==> config.mk <==
export PLATFORM = sky130hd
export DESIGN_NAME = umi_width_narrow_flat
export DESIGN_NICKNAME = d
export VERILOG_FILES = /design/src/rtl/umi_width_narrow_pkg.sv /design/src/rtl/umi_width_narrow_if.sv /design/src/rtl/umi_width_narrow_fifo.sv /design/src/rtl/umi_width_narrow.sv /design/src/flat_wrapper.sv
export SDC_FILE = /design/constraint.sdc
export NUM_CORES = 2
export LEC_CHECK = 0
export CAP_MARGIN = 20
export CORE_AREA = 8 8 376 378
export DETAILED_ROUTE_END_ITERATION = 12
export DIE_AREA = 0 0 384 386
export PLACE_DENSITY = 0.78
export SLEW_MARGIN = 40
export SYNTH_ARGS = -nofsm -noshare
export SYNTH_HDL_FRONTEND = slang
export SYNTH_SLANG_ARGS = --single-unit
export TNS_END_PERCENT = 20
==> constraint.sdc <==
create_clock -name slowclk -period 36.8 [get_ports slowclk]
set_clock_uncertainty 0.2 [all_clocks]
set_input_delay 7.36 -clock slowclk [delete_from_list [all_inputs] [get_ports slowclk]]
set_output_delay 7.36 -clock slowclk [all_outputs]
set_load 0.05 [all_outputs]
==> src/rtl/umi_width_narrow_pkg.sv <==
// Shared UMI command-field layout and beat-sizing helpers for the width
// down-converter.
package umi_width_narrow_pkg;

  localparam int CMD_OPCODE_LSB = 0;
  localparam int CMD_OPCODE_W   = 5;
  localparam int CMD_SIZE_LSB   = 5;
  localparam int CMD_SIZE_W     = 3;
  localparam int CMD_LEN_LSB    = 8;
  localparam int CMD_LEN_W      = 8;
  localparam int CMD_EOM_BIT    = 22;

  // (LEN+1) << SIZE tops out at 256*128 bytes, so 17 bits never overflow
  localparam int BW = 17;
  typedef logic [BW-1:0] bytes_t;

  localparam logic [0:0] ST_IDLE  = 1'b0;
  localparam logic [0:0] ST_SPLIT = 1'b1;

  function automatic bytes_t txn_bytes(input logic [CMD_LEN_W-1:0] len,
                                       input logic [CMD_SIZE_W-1:0] size);
    return (bytes_t'(len) + bytes_t'(1)) << size;
  endfunction

  function automatic logic [CMD_LEN_W-1:0] beat_len(input bytes_t rem,
                                                    input bytes_t cap,
                                                    input logic [CMD_SIZE_W-1:0] size);
    bytes_t bk;
    bytes_t units;
    bk    = (rem < cap) ? rem : cap;
    units = (bk >> size) - bytes_t'(1);
    return units[CMD_LEN_W-1:0];
  endfunction

endpackage

==> src/rtl/umi_width_narrow_if.sv <==
// UMI request bundle: valid/ready handshake plus command, addresses and payload.
interface umi_width_narrow_if #(
  parameter int CW = 32,
  parameter int AW = 64,
  parameter int DW = 128
) ();

  logic          valid;
  logic [CW-1:0] cmd;
  logic [AW-1:0] dstaddr;
  logic [AW-1:0] srcaddr;
  logic [DW-1:0] data;
  logic          ready;

  modport master (output valid, cmd, dstaddr, srcaddr, data, input ready);
  modport slave  (input valid, cmd, dstaddr, srcaddr, data, output ready);

endinterface

==> src/rtl/umi_width_narrow_fifo.sv <==
// la_syncfifo: DEPTH-entry single-clock FIFO with a registered ready (not full)
// and a combinational head read.
module la_syncfifo #(
  parameter int DW    = 8,
  parameter int DEPTH = 2
) (
  input  logic          slowclk,
  input  logic          nreset,
  input  logic          wr_en,
  input  logic [DW-1:0] wr_data,
  input  logic          rd_en,
  output logic [DW-1:0] rd_data,
  output logic          empty,
  output logic          ready
);

  localparam int PW   = (DEPTH > 1) ? $clog2(DEPTH) : 1;
  localparam int CNTW = $clog2(DEPTH + 1);

  logic [DW-1:0]   mem_q [DEPTH];
  logic [PW-1:0]   wr_ptr_q, wr_ptr_d;
  logic [PW-1:0]   rd_ptr_q, rd_ptr_d;
  logic [CNTW-1:0] count_q, count_d;
  logic            ready_q, ready_d;
  logic            push, pull;

  function automatic logic [PW-1:0] ptr_inc(input logic [PW-1:0] p);
    return (p == PW'(DEPTH - 1)) ? '0 : p + PW'(1);
  endfunction

  always_comb begin
    push     = wr_en & ready_q;
    pull     = rd_en & (count_q != '0);
    wr_ptr_d = push ? ptr_inc(wr_ptr_q) : wr_ptr_q;
    rd_ptr_d = pull ? ptr_inc(rd_ptr_q) : rd_ptr_q;
    count_d  = count_q + CNTW'(push) - CNTW'(pull);
    // ready is computed from the next occupancy so it never depends on rd_en combinationally
    ready_d  = (count_d != CNTW'(DEPTH));
  end

  always_ff @(posedge slowclk or negedge nreset) begin
    if (!nreset) begin
      wr_ptr_q <= '0;
      rd_ptr_q <= '0;
      count_q  <= '0;
      ready_q  <= 1'b0;
    end else begin
      wr_ptr_q <= wr_ptr_d;
      rd_ptr_q <= rd_ptr_d;
      count_q  <= count_d;
      ready_q  <= ready_d;
    end
  end

  always_ff @(posedge slowclk) begin
    if (push) mem_q[wr_ptr_q] <= wr_data;
  end

  assign rd_data = mem_q[rd_ptr_q];
  assign empty   = (count_q == '0);
  assign ready   = ready_q;

endmodule

==> src/rtl/umi_width_narrow.sv <==
// UMI width down-converter: buffers IDW-wide transactions and re-emits each
// as ODW-wide beats with per-beat LEN, EOM and address rewrite.
module umi_width_narrow
  import umi_width_narrow_pkg::*;
#(
  parameter int CW    = 32,
  parameter int AW    = 64,
  parameter int IDW   = 512,
  parameter int ODW   = 128,
  parameter int DEPTH = 2
) (
  input  logic               slowclk,
  input  logic               nreset,
  umi_width_narrow_if.slave  umi_in,
  umi_width_narrow_if.master umi_out,
  output logic               error,
  output logic               busy
);

  localparam int FW     = CW + 2 * AW + IDW;
  localparam int CBYTES = ODW / 8;
  localparam int CSH    = $clog2(CBYTES);
  localparam int KW     = (IDW / ODW > 1) ? $clog2(IDW / ODW) : 1;

  logic [FW-1:0]  head;
  logic           empty, pop, in_ready;
  logic [CW-1:0]  head_cmd;
  logic [AW-1:0]  head_dst, head_src;
  logic [IDW-1:0] head_data, head_shift;

  la_syncfifo #(.DW(FW), .DEPTH(DEPTH)) u_buf (
    .slowclk (slowclk),
    .nreset  (nreset),
    .wr_en   (umi_in.valid),
    .wr_data ({umi_in.cmd, umi_in.dstaddr, umi_in.srcaddr, umi_in.data}),
    .rd_en   (pop),
    .rd_data (head),
    .empty   (empty),
    .ready   (in_ready)
  );

  assign umi_in.ready = in_ready;
  assign head_cmd     = head[FW-1 -: CW];
  assign head_dst     = head[FW-CW-1 -: AW];
  assign head_src     = head[IDW+AW-1 -: AW];
  assign head_data    = head[IDW-1:0];

  logic [0:0]      state_q, state_d;
  logic [KW-1:0]   k_q, k_d;
  logic            out_valid_q, out_valid_d;
  logic [CW-1:0]   out_cmd_q, out_cmd_d;
  logic [AW-1:0]   out_dst_q, out_dst_d;
  logic [AW-1:0]   out_src_q, out_src_d;
  logic [ODW-1:0]  out_data_q, out_data_d;
  logic            error_q, error_d;

  logic [CMD_SIZE_W-1:0] head_size;
  bytes_t          head_b, beat_off_b, rem;
  logic            head_legal, last, can_load, issue, discard;

  assign head_shift = head_data >> (ODW * int'(k_q));

  always_comb begin
    head_size  = head_cmd[CMD_SIZE_LSB +: CMD_SIZE_W];
    head_b     = txn_bytes(head_cmd[CMD_LEN_LSB +: CMD_LEN_W], head_size);
    head_legal = ((bytes_t'(1) << head_size) <= bytes_t'(CBYTES)) &&
                 (head_b <= bytes_t'(IDW / 8));
    beat_off_b = bytes_t'(k_q) << CSH;
    rem        = head_b - beat_off_b;
    last       = (rem <= bytes_t'(CBYTES));
    // the output register is a one-deep skid: refill whenever it empties this cycle
    can_load   = ~out_valid_q | umi_out.ready;
    issue      = ~empty & head_legal & can_load;
    discard    = ~empty & ~head_legal;
    pop        = discard | (issue & last);

    state_d     = state_q;
    k_d         = k_q;
    out_valid_d = out_valid_q;
    out_cmd_d   = out_cmd_q;
    out_dst_d   = out_dst_q;
    out_src_d   = out_src_q;
    out_data_d  = out_data_q;
    error_d     = error_q | discard;

    if (issue) begin
      out_valid_d = 1'b1;
      out_cmd_d   = head_cmd;
      out_cmd_d[CMD_LEN_LSB +: CMD_LEN_W] = beat_len(rem, bytes_t'(CBYTES), head_size);
      out_cmd_d[CMD_EOM_BIT] = last & head_cmd[CMD_EOM_BIT];
      out_dst_d   = head_dst + AW'(beat_off_b);
      out_src_d   = head_src + AW'(beat_off_b);
      out_data_d  = head_shift[ODW-1:0];
      if (last) begin
        k_d     = '0;
        state_d = ST_IDLE;
      end else begin
        k_d     = k_q + KW'(1);
        state_d = ST_SPLIT;
      end
    end else if (umi_out.ready) begin
      out_valid_d = 1'b0;
    end
  end

  always_ff @(posedge slowclk or negedge nreset) begin
    if (!nreset) begin
      state_q     <= ST_IDLE;
      k_q         <= '0;
      out_valid_q <= 1'b0;
      out_cmd_q   <= '0;
      out_dst_q   <= '0;
      out_src_q   <= '0;
      out_data_q  <= '0;
      error_q     <= 1'b0;
    end else begin
      state_q     <= state_d;
      k_q         <= k_d;
      out_valid_q <= out_valid_d;
      out_cmd_q   <= out_cmd_d;
      out_dst_q   <= out_dst_d;
      out_src_q   <= out_src_d;
      out_data_q  <= out_data_d;
      error_q     <= error_d;
    end
  end

  assign umi_out.valid   = out_valid_q;
  assign umi_out.cmd     = out_cmd_q;
  assign umi_out.dstaddr = out_dst_q;
  assign umi_out.srcaddr = out_src_q;
  assign umi_out.data    = out_data_q;
  assign error           = error_q;
  assign busy            = ~empty | (state_q == ST_SPLIT);

endmodule

==> src/flat_wrapper.sv <==
// flat-port wrapper written by rule: the top's interface ports become plain ports
module umi_width_narrow_flat import umi_width_narrow_pkg::*;
#(
  parameter int CW    = 32,
  parameter int AW    = 64,
  parameter int IDW   = 512,
  parameter int ODW   = 128,
  parameter int DEPTH = 2
)
  (slowclk, nreset, error, busy, umi_in_valid, umi_in_cmd, umi_in_dstaddr, umi_in_srcaddr, umi_in_data, umi_in_ready, umi_out_valid, umi_out_cmd, umi_out_dstaddr, umi_out_srcaddr, umi_out_data, umi_out_ready);
  umi_width_narrow_if #(.CW(CW), .AW(AW), .DW(IDW)) umi_in_i ();
  umi_width_narrow_if #(.CW(CW), .AW(AW), .DW(ODW)) umi_out_i ();
  input  logic slowclk;
  input  logic nreset;
  output logic error;
  output logic busy;
  input wire logic [$bits(umi_in_i.valid)-1:0] umi_in_valid;
  input wire logic [$bits(umi_in_i.cmd)-1:0] umi_in_cmd;
  input wire logic [$bits(umi_in_i.dstaddr)-1:0] umi_in_dstaddr;
  input wire logic [$bits(umi_in_i.srcaddr)-1:0] umi_in_srcaddr;
  input wire logic [$bits(umi_in_i.data)-1:0] umi_in_data;
  output wire logic [$bits(umi_in_i.ready)-1:0] umi_in_ready;
  output wire logic [$bits(umi_out_i.valid)-1:0] umi_out_valid;
  output wire logic [$bits(umi_out_i.cmd)-1:0] umi_out_cmd;
  output wire logic [$bits(umi_out_i.dstaddr)-1:0] umi_out_dstaddr;
  output wire logic [$bits(umi_out_i.srcaddr)-1:0] umi_out_srcaddr;
  output wire logic [$bits(umi_out_i.data)-1:0] umi_out_data;
  input wire logic [$bits(umi_out_i.ready)-1:0] umi_out_ready;
  assign umi_in_i.valid = umi_in_valid;
  assign umi_in_i.cmd = umi_in_cmd;
  assign umi_in_i.dstaddr = umi_in_dstaddr;
  assign umi_in_i.srcaddr = umi_in_srcaddr;
  assign umi_in_i.data = umi_in_data;
  assign umi_in_ready = umi_in_i.ready;
  assign umi_out_valid = umi_out_i.valid;
  assign umi_out_cmd = umi_out_i.cmd;
  assign umi_out_dstaddr = umi_out_i.dstaddr;
  assign umi_out_srcaddr = umi_out_i.srcaddr;
  assign umi_out_data = umi_out_i.data;
  assign umi_out_i.ready = umi_out_ready;
  umi_width_narrow #(.CW(CW), .AW(AW), .IDW(IDW), .ODW(ODW), .DEPTH(DEPTH)) u_core (.slowclk(slowclk), .nreset(nreset), .umi_in(umi_in_i), .umi_out(umi_out_i), .error(error), .busy(busy));
endmodule
==> flow_metrics.tcl <==
set metrics [dict create \
    yosys.area.top_type "edfxtp_1" \
    min_path_type "flip-flop to flip-flop" \
    p_comb_share_pct 36.3 \
    grt_pass1_wl_um 257000 \
    place.gp.congestion 0.869 \
    p_leak_nw 28.5 \
    worstPathMaxFanout 68 \
    ios 968 \
    postPlaceCellArea_mm2 0.0760 \
    clkPwrFrac_pct 23.8 \
    grt_pass1_vias 39300 \
    stdcell_area_mm2 0.0819 \
    wirelength_um 183000 \
    synth_nets 4506 \
    cts_setup_buffers 0 \
    yosysTopAreaCellShare_pct 62.8 \
    synth.most_common_cell "edfxtp_1" \
    start_util_pct 47.6 \
    yosysSeqAreaShare_pct 74.4 \
    hold_violations 0 \
    port-buffer-count 967 \
    syn-cell-area_mm2 0.0643 \
    grt_util_all_layers_pct 23.6 \
    area_delta_synth_final_pct 27.4 \
    start_kind "input pin" \
    cp.arrival_ps 12000 \
    seqPwrFrac_pct 39.9 \
    rsz0062_at_grt "false" \
    min_period_ps 11790 \
    drv_slew 0 \
    clkSinkCount 1642 \
    drc 0 \
    sw_frac_of_total_pct 36.3 \
    synthFlopType "edfxtp_1" \
    core.rowCount 135 \
    power.switching_mw 2.51 \
    critical_path_class "input pin to flip-flop" \
    syn_inst 3817 \
    htreeDepth 4 \
    grt_max_degree 138 \
    yosysWarningCount 0 \
    dp.cells 6428 \
    yosys-top-cells-count "1,344 x edfxtp_1, 543 x nand2_1, 298 x dfrtp_1, 256 x mux4_2, 197 x nor2_1" \
    setup_violations 0 \
    maxCapViolCount 0 \
    synth_seq_cells 1642 \
    synthTopCellsByArea "edfxtp_1 63%, dfrtp_1 12%, mux4_2 9.0%" \
    finalCritPeriodShare_pct 32.0 \
    cts_hold_buf 0 \
    die_h_um 386 \
    cts_buffer_depth 3 \
    tns_ps 0 \
    clk_pin_slew_ps 60 \
    status "finished clean" \
    synth_edf_count 1344 \
    clockRootBuffer "clkbuf_16" \
    vdd_drop_max_uv 60.2 \
    nNetsFinal 5512 \
    max_freq_mhz 84.8 \
    hpwl_um 127000 \
    die_w_um 384 \
    final_util_pct 60.7 \
    slew_headroom_pct 42.2 \
    postCtsResizedCells 0 \
    ys_types 83 \
    worst_pin_slew_ps 865 \
    syn_area_per_cell_um2 16.8 \
    internal-power_mw 4.41 \
    ant_nets 0 \
    drtIter0Drc 3597 \
    grt_overflow_total 0 \
    coreArea_mm2 0.135 \
    routed_via_density 5.72 \
    die-area_mm2 0.148 \
    setup_ws_ps 25010 \
    end_kind "flip-flop" \
    final_cell_count_no_fill 6825 \
    drive_above_1_share_pct 12.4 \
    antenna_found_initial 97 \
    wl_per_cell_um 26.8 \
    numCtsBuffers 163 \
    tritoncts "done" \
    async_reset_ff_share_pct 18.1 \
    power_density_mw_per_mm2 84.6 \
    drtPass1Iterations 6 \
    critPathRequiredTime_ps 37010 \
    vias 39000 \
    clk_latency_ps 810 \
    pre_cts_ws_ps 23610 \
    fill_cells 9526 \
]
[path summary, 6_finish.rpt]
path / slack [ps] / startpoint / endpoint / depth (start not counted)
worst max-delay path: 25010 / umi_in_valid / u_core.u_buf.mem_q[1][460]$_DFFE_PP_ / 9
worst min-delay path: 270 / u_core.umi_out.dstaddr[31]$_DFFE_PN0P_ / u_core.umi_out.dstaddr[31]$_DFFE_PN0P_ / 2
max in group asynchronous: 28330 / nreset / u_core.umi_out.srcaddr[60]$_DFFE_PN0P_ / 4
worst min register to register: 270 / u_core.umi_out.dstaddr[31]$_DFFE_PN0P_ / u_core.umi_out.dstaddr[31]$_DFFE_PN0P_ / 2
min in group asynchronous: 6210 / nreset / u_core.umi_out.cmd[28]$_DFFE_PN0P_ / 1
worst max register to register: 29790 / u_core.u_buf.rd_ptr_q$_DFFE_PN0P_ / u_core.umi_out.dstaddr[58]$_DFFE_PN0P_ / 15
[area by class of cell]
class,count,area [um^2],share of cell area (%)
clock buffers,230,4580,5.60
inverters,17,68.8,0.0840
diodes,83,208,0.254
flip-flops and latches,1642,47800,58.4
multi-input cells,1964,15600,19.0
repair buffers,1035,10600,12.9
well taps,1781,2230,2.72
clock inverters,73,796,0.971
[state kept, by name (all words and copies together), names as in the netlist, 2 cells and up]
signal and flops:
u_core.u_buf.count_q 2, u_core.umi_out.srcaddr 64, u_core.umi_out.data 128, u_core.umi_out.dstaddr 64
u_core.u_buf.mem_q 1344, u_core.k_q 2, u_core.umi_out.cmd 32
[kinds of logic (layout without fill, tap and decap cells)]
logic type / after synthesis / in the layout / synth area share (%)
AO/OA/AOI/OAI: 464 / 464 / 4.41
buffers and inverters: 211 / 1355 / 1.41
flip-flops: 1642 / 1642 / 74.4
AND/OR/NAND/NOR: 954 / 954 / 6.46
multiplexers: 394 / 394 / 11.2
XOR/XNOR: 139 / 139 / 1.89
other: 0 / 83 / 0
adder cells (fa/ha/maj): 13 / 13 / 0.288
[layout by cell type (no fill, tap or decap), types with 11 or more instances in the layout]
| master | synthesis | final |
|---|---|---|
| a21oi_1 | 38 | 38 |
| a31oi_1 | 138 | 138 |
| o21ai_0 | 181 | 181 |
| edfxtp_1 | 1344 | 1344 |
| buf_6 | 3 | 14 |
| dfrtp_1 | 298 | 295 |
| buf_4 | 3 | 31 |
| mux4_2 | 256 | 256 |
| a32oi_1 | 11 | 11 |
| clkbuf_1 | 113 | 44 |
| nand4_1 | 14 | 14 |
| nand2_1 | 543 | 543 |
| xnor2_1 | 78 | 78 |
| nor2b_1 | 20 | 20 |
| nand3_1 | 63 | 63 |
| clkdlybuf4s50_1 | 0 | 964 |
| and3_1 | 20 | 19 |
| xor2_1 | 61 | 61 |
| nor2_1 | 197 | 196 |
| mux2i_1 | 113 | 113 |
| buf_12 | 0 | 13 |
| clkinv_2 | 0 | 24 |
| clkinv_1 | 0 | 21 |
| nor3_1 | 14 | 14 |
| clkbuf_8 | 0 | 21 |
| nand3b_1 | 18 | 18 |
| clkbuf_16 | 0 | 165 |
| inv_1 | 17 | 16 |
| mux2_2 | 25 | 25 |
| diode_2 | 0 | 83 |
[through the flow]
stage / hold slack [ps] / total power, mW
floorplan: 256 / 4.64
global placement: 257 / 5.21
detailed placement: 260 / 5.29
CTS: 274 / 6.95
global route: 304 / 7.21
finish: 270 / 6.93
[power by group through the flow]
stage,clock (mW),sequential (mW),combinational (mW)
after floorplan,0,3.45,1.19
after CTS,1.67,2.76,2.52
after global placement,0,2.77,2.45
final,1.65,2.76,2.52
after detailed placement,0,2.79,2.50
after global routing,1.74,2.80,2.67
[critical path: stages]
cell and delay (ps):
clkdlybuf4s50_1 540, and3_4 500, buf_4 460, buf_12 290, buf_6 600, buf_6 590, buf_4 590, buf_16 240
buf_4 630
[layer usage]
metal / vias to the layer above / track usage (%) / share of wire (%)
met5: - / 0 / 0.22
met4: 62 / 11.2 / 5.0
met3: 445 / 7.65 / 10
met2: 1906 / 39.8 / 50
met1: 19800 / 27.3 / 35
li1: 16900 / - / -
No activity file was read; power rests on OpenSTA's default activity.
